## src/rtl/axi_burst_rd.sv

```systemverilog
// AXI4 read-burst master: one native burst request becomes INCR read(s) on AR/R.
// Optional 4KB boundary split enabled by defining AXI_BURST_RD_4K_SPLIT_EN.
module axi_burst_rd #(
    parameter int ADDR_W = 32,
    parameter int DATA_W = 256,
    parameter int LEN_W  = 8
) (
    input  logic              clk,
    input  logic              rst,
    input  logic              valid,
    input  logic [ADDR_W-1:0] addr,
    input  logic [LEN_W-1:0]  len,
    output logic [DATA_W-1:0] rdata,
    output logic              ready,
    output logic              busy,
    output logic              error,
    output logic              m_axi_arid,
    output logic              m_axi_arlock,
    output logic [2:0]        m_axi_arprot,
    output logic [3:0]        m_axi_arqos,
    output logic [3:0]        m_axi_arcache,
    output logic [1:0]        m_axi_arburst,
    output logic [2:0]        m_axi_arsize,
    output logic [ADDR_W-1:0] m_axi_araddr,
    output logic [7:0]        m_axi_arlen,
    output logic              m_axi_arvalid,
    input  logic              m_axi_arready,
    input  logic              m_axi_rid,
    input  logic [DATA_W-1:0] m_axi_rdata,
    input  logic [1:0]        m_axi_rresp,
    input  logic              m_axi_rlast,
    input  logic              m_axi_rvalid,
    output logic              m_axi_rready
);

    localparam int BYTES = DATA_W / 8;
    localparam int SIZE  = $clog2(BYTES);
    localparam logic [LEN_W:0]    CNT_ONE   = 1;
    localparam logic [ADDR_W-1:0] PAGE_MASK = 'hFFF;

    typedef enum logic [1:0] {IDLE, AR, R, DONE} state_t;

    state_t            state, state_nxt;
    logic [ADDR_W-1:0] seg_addr, nxt_addr;
    logic [LEN_W-1:0]  seg_len, nxt_len, first_len;
    logic [LEN_W:0]    seg_cnt, remaining;
    logic              split_pend, first_split, beat;

    assign m_axi_arid    = 1'b0;
    assign m_axi_arlock  = 1'b0;
    assign m_axi_arprot  = '0;
    assign m_axi_arqos   = '0;
    assign m_axi_arcache = 4'b0011;
    assign m_axi_arburst = 2'b01;
    assign m_axi_arsize  = 3'(SIZE);
    assign m_axi_araddr  = seg_addr;
    assign m_axi_arlen   = 8'(seg_len);

    assign beat = m_axi_rvalid && (state == R);

`ifdef AXI_BURST_RD_4K_SPLIT_EN
    logic [12:0]    b2b;
    logic [LEN_W:0] req_beats;

    always_comb begin
        b2b         = (13'h1000 - {1'b0, addr[11:0]}) >> SIZE;
        req_beats   = {1'b0, len} + CNT_ONE;
        first_split = 32'(req_beats) > 32'(b2b);
        first_len   = first_split ? LEN_W'(b2b - 13'd1) : len;
    end
`else
    assign first_split = 1'b0;
    assign first_len   = len;
`endif

    logic unused_ok;
    assign unused_ok = &{1'b0, m_axi_rid};

    always_ff @(posedge clk or posedge rst) begin
        if (rst) state <= IDLE;
        else     state <= state_nxt;
    end

    always_comb begin
        state_nxt     = state;
        m_axi_arvalid = 1'b0;
        m_axi_rready  = 1'b0;
        busy          = 1'b1;
        case (state)
            IDLE: begin
                busy = 1'b0;
                if (valid) state_nxt = AR;
            end
            AR: begin
                m_axi_arvalid = 1'b1;
                if (m_axi_arready) state_nxt = R;
            end
            R: begin
                m_axi_rready = 1'b1;
                if (beat && m_axi_rlast)
                    state_nxt = (remaining > CNT_ONE && split_pend) ? AR : DONE;
            end
            DONE:    state_nxt = IDLE;
            default: state_nxt = IDLE;
        endcase
    end

    always_ff @(posedge clk or posedge rst) begin
        if (rst) begin
            seg_addr   <= '0;
            seg_len    <= '0;
            seg_cnt    <= '0;
            remaining  <= '0;
            nxt_addr   <= '0;
            nxt_len    <= '0;
            split_pend <= 1'b0;
            rdata      <= '0;
            ready      <= 1'b0;
            error      <= 1'b0;
        end else begin
            ready <= 1'b0;
            case (state)
                IDLE: if (valid) begin
                    seg_addr   <= addr;
                    seg_len    <= first_len;
                    seg_cnt    <= {1'b0, first_len} + CNT_ONE;
                    remaining  <= {1'b0, len} + CNT_ONE;
                    split_pend <= first_split;
                    nxt_addr   <= (addr | PAGE_MASK) + ADDR_W'(1);
                    nxt_len    <= len - first_len - LEN_W'(1);
                    error      <= 1'b0;
                end
                R: if (beat) begin
                    ready <= 1'b1;
                    rdata <= m_axi_rdata;
                    if (m_axi_rresp != 2'b00) error <= 1'b1;
                    // counters saturate so over-long bursts only flag error until rlast
                    if (remaining != '0) remaining <= remaining - CNT_ONE;
                    if (seg_cnt != '0)   seg_cnt   <= seg_cnt - CNT_ONE;
                    if (m_axi_rlast) begin
                        if (seg_cnt != CNT_ONE) error <= 1'b1;
                        if (remaining > CNT_ONE) begin
                            if (split_pend) begin
                                seg_addr   <= nxt_addr;
                                seg_len    <= nxt_len;
                                seg_cnt    <= {1'b0, nxt_len} + CNT_ONE;
                                split_pend <= 1'b0;
                            end else begin
                                error <= 1'b1;
                            end
                        end
                    end else if (seg_cnt <= CNT_ONE) begin
                        error <= 1'b1;
                    end
                end
                default: ;
            endcase
        end
    end

endmodule

```

## config.mk

```make
export PLATFORM = sky130hd
export DESIGN_NAME = axi_burst_rd
export DESIGN_NICKNAME = d
export VERILOG_FILES = /design/src/rtl/axi_burst_rd.sv
export SDC_FILE = /design/constraint.sdc
export NUM_CORES = 1
export LEC_CHECK = 0
export CAP_MARGIN = 25
export CELL_PAD_IN_SITES_DETAIL_PLACEMENT = 0
export CELL_PAD_IN_SITES_GLOBAL_PLACEMENT = 1
export CORE_AREA = 2 2 246 248
export DETAILED_ROUTE_END_ITERATION = 8
export DIE_AREA = 0 0 248 250
export GPL_TIMING_DRIVEN = 1
export PLACE_DENSITY_LB_ADDON = 0.1
export REMOVE_ABC_BUFFERS = 1
export SLEW_MARGIN = 20
export SYNTH_ARGS = -nofsm -noshare
export SYNTH_HDL_FRONTEND = slang
export SYNTH_SLANG_ARGS = --single-unit
```

## constraint.sdc

```tcl
create_clock -name clk -period 14.85 [get_ports clk]
set_input_delay 4.455 -clock clk [delete_from_list [all_inputs] [get_ports clk]]
set_output_delay 4.455 -clock clk [all_outputs]
set_load 0.03 [all_outputs]
```

==> results.json <==
{
  "gr-usage-met3_pct": 6.38,
  "synth_area_per_cell_um2": 13.5,
  "cts-root-buf": "clkbuf_16",
  "gp_congestion": 0.790,
  "start_kind": "input port",
  "dp_hpwl_um": 40300,
  "dieArea_um2": 62000,
  "vias_per_cell": 4.21,
  "slowest_delay_ps": 830,
  "cp.arrival_ps": 7930,
  "fin_crit_sh_pct": 50.4,
  "cp_num_buf_inv": 3,
  "min_period_ps": 7490,
  "cts_setup_buffers": 0,
  "synth_compound_area_share_pct": 5.00,
  "wl_um": 53500,
  "die_h_um": 250,
  "grt_pass1_wl_um": 75200,
  "grt_max_degree": 141,
  "clockBufferDepth": 3,
  "core_um2": 59600,
  "most-common-layout-cells": "clkdlybuf4s50_1 (604), dfrtp_1 (339), mux2_2 (258)",
  "drc_errors": 0,
  "start_util_pct": 23.5,
  "drv_cap": 0,
  "cp_top_family": "buffers and inverters",
  "dr.pass1.iters": 4,
  "path_common_cell": "buf_4",
  "synth.largest_area_cell": "dfrtp_1",
  "vias": 10300,
  "cellLeakagePower_nw": 9.01,
  "synth_edf_count": 0,
  "grt_util_met2_pct": 29.4,
  "tns_ps": 0,
  "synth_top_family_by_area": "multiplexers",
  "finalSetupViolations": 0,
  "layout-drive-gt1-share_pct": 20.3,
  "fmax_ghz": 0.134,
  "finalHoldViolations": 0,
  "hold_buffers": 0,
  "powerDensity_nw_per_um2": 247,
  "holdCritPathClass": "reg -> reg",
  "netlist_area_um2": 14000,
  "irDropWorstVdd_v": 0.000132,
  "slew_violations": 0,
  "antenna_left": 0,
  "ys_warn_count": 0,
  "post_cts_resized": 0,
  "place_ws_ps": 6640,
  "use_met1_pct": 18.8,
  "cts_tree": "done",
  "gr-max-usage-layer": "met2",
  "clock_sinks": 339,
  "synth_xor_area_share_pct": 1.50,
  "grt_pass1_vias": 10400,
  "slowest_stage": "buf_4",
  "clkSlewWorstSetupHoldPaths_ps": 50,
  "fin_ws_ps": 7360,
  "fin_nets": 1955,
  "required_ps": 15300,
  "synthArstFlopShare_pct": 100,
  "synth.area.top_cells": "dfrtp_1 (61%), mux2_2 (21%), o21ai_0 (2.6%)",
  "numCtsBuffers": 43,
  "synthAdderAreaFrac_pct": 0.894,
  "crit_fanout": 67,
  "synth_top_area_share_pct": 60.6,
  "area_growth_pct": 58.4,
  "io_buffer_count": 604,
  "clkLatencyLatePin_ps": 570,
  "antenna_found_initial": 9,
  "synthCells": 1036,
  "worst_pin_slew_ps": 1030,
  "crit_chain": "clkdlybuf4s50_1 > and2_4 > buf_4 > buf_4 > mux2_2",
  "synth_mux_area_share_pct": 22.8,
  "ys.flop_type": "dfrtp_1",
  "die_w_um": 248,
  "synthSimpleGateAreaFrac_pct": 5.91,
  "drt-initial-drc-count": 338,
  "skew_ps": 24.9,
  "yosys_register_bits": 339,
  "cp-end-kind": "flop",
  "io-pin-count": 624,
  "mostFrequentLayoutCell": "clkdlybuf4s50_1",
  "grt_util_all_layers_pct": 16.7,
  "grt_overflow": 0,
  "synthDistinctLibCells": 62,
  "h-tree-depth": 2,
  "status": "complete, no violations",
  "max_slew_margin_pct": 31.6,
  "yosysSeqAreaShare_pct": 60.6,
  "rsz0062_at_grt": "no",
  "worstSetupPathType": "in -> reg",
  "rows": 90,
  "wl_per_cell_um": 21.8
}
[routing by layer]
| metal | wire length [um] | share of wire, % |
|---|---|---|
| met5 | 84 | 0.16 |
| met2 | 26900 | 50 |
| met1 | 20600 | 38 |
| met3 | 4910 | 9.2 |
| met4 | 1020 | 1.9 |
[cell families (layout without fill, tap and decap cells)]
family	Yosys count	count (layout)
flops	339	339
mux	286	286
simple gates	173	173
compound gates	116	116
buf+inv	86	701
xor+xnor	24	24
fa+ha+maj	10	10
other cells	2	20
[cell usage after synthesis, types with 3 or more instances]
master	instances
clkbuf_1	22
xor2_1	15
buf_4	18
nor2_1	17
buf_2	25
o311ai_0	3
nand2b_1	15
dfrtp_1	339
xnor2_1	9
nand3_1	16
nor2b_1	4
nand4_1	7
ha_1	10
a21boi_0	3
nor4_1	4
nand2_1	84
and4_1	3
mux2i_1	28
a21oi_1	9
nor3_1	6
o21ai_0	74
mux2_2	258
and3_1	5
inv_1	15
[power breakdown]
group          total (mW)  internal (mW)  switching [mW]
Combinational        2.83           1.23            1.60
Sequential           1.62           1.39           0.229
Clock                1.02          0.606           0.415
[sequential cells by signal, indices dropped and copies added, names as in the netlist]
register and flops:
rdata 256, m_axi_araddr 32, nxt_addr 20, remaining 9, seg_cnt 9, m_axi_arlen 8
state 2, error 1, nxt_len 1, ready 1
[layout make-up]
| cell class | count | area, um2 |
|---|---|---|
| fillers | 5797 | 37400 |
| flip-flops and latches | 339 | 8480 |
| repair buffers | 614 | 6170 |
| multi-input cells | 627 | 5130 |
| clock buffers | 67 | 1280 |
| well taps | 782 | 978 |
| clock inverters | 5 | 65.1 |
| inverters | 15 | 63.8 |
| diodes | 2 | 5.00 |
[stage by stage]
step | hold slack (ps) | utilization, % | power [mW] | cell area (um2) | cells
finish | 475 | 37.2 | 5.47 | 22200 | 2451
detailed placement | 469 | 34.9 | 4.52 | 20800 | 2374
global placement | 464 | 34.9 | 4.50 | 20800 | 2374
global route | 503 | 37.2 | 5.77 | 22200 | 2449
floorplan | 450 | - | 3.29 | 13700 | 981
CTS | 482 | 37.1 | 5.57 | 22100 | 2446
[worst reg2reg max path: cells and delay by family (launching register included)]
kind / cells / cell delay (ps)
buf+inv: 3 / 1870
flops: 1 / 390
mux: 1 / 490
fa+ha+maj: 1 / 250
simple gates: 1 / 790
[path summary, 6_finish.rpt]
check,startpoint,endpoint,slack [ps],cells after the start
setup / recovery,m_axi_rvalid,rdata[251]$_DFFE_PP0P_,7360,5
hold / removal,m_axi_araddr[5]$_DFFE_PP0P_,m_axi_araddr[5]$_DFFE_PP0P_,480,2
setup reg to reg,state[0]$_DFFE_PP0P_,rdata[251]$_DFFE_PP0P_,10960,6
hold reg to reg,m_axi_araddr[5]$_DFFE_PP0P_,m_axi_araddr[5]$_DFFE_PP0P_,480,2
max in group asynchronous,rst,rdata[21]$_DFFE_PP0P_,8880,4
min in group asynchronous,rst,rdata[164]$_DFFE_PP0P_,4260,2
No activity file was read; power rests on OpenSTA's default activity.
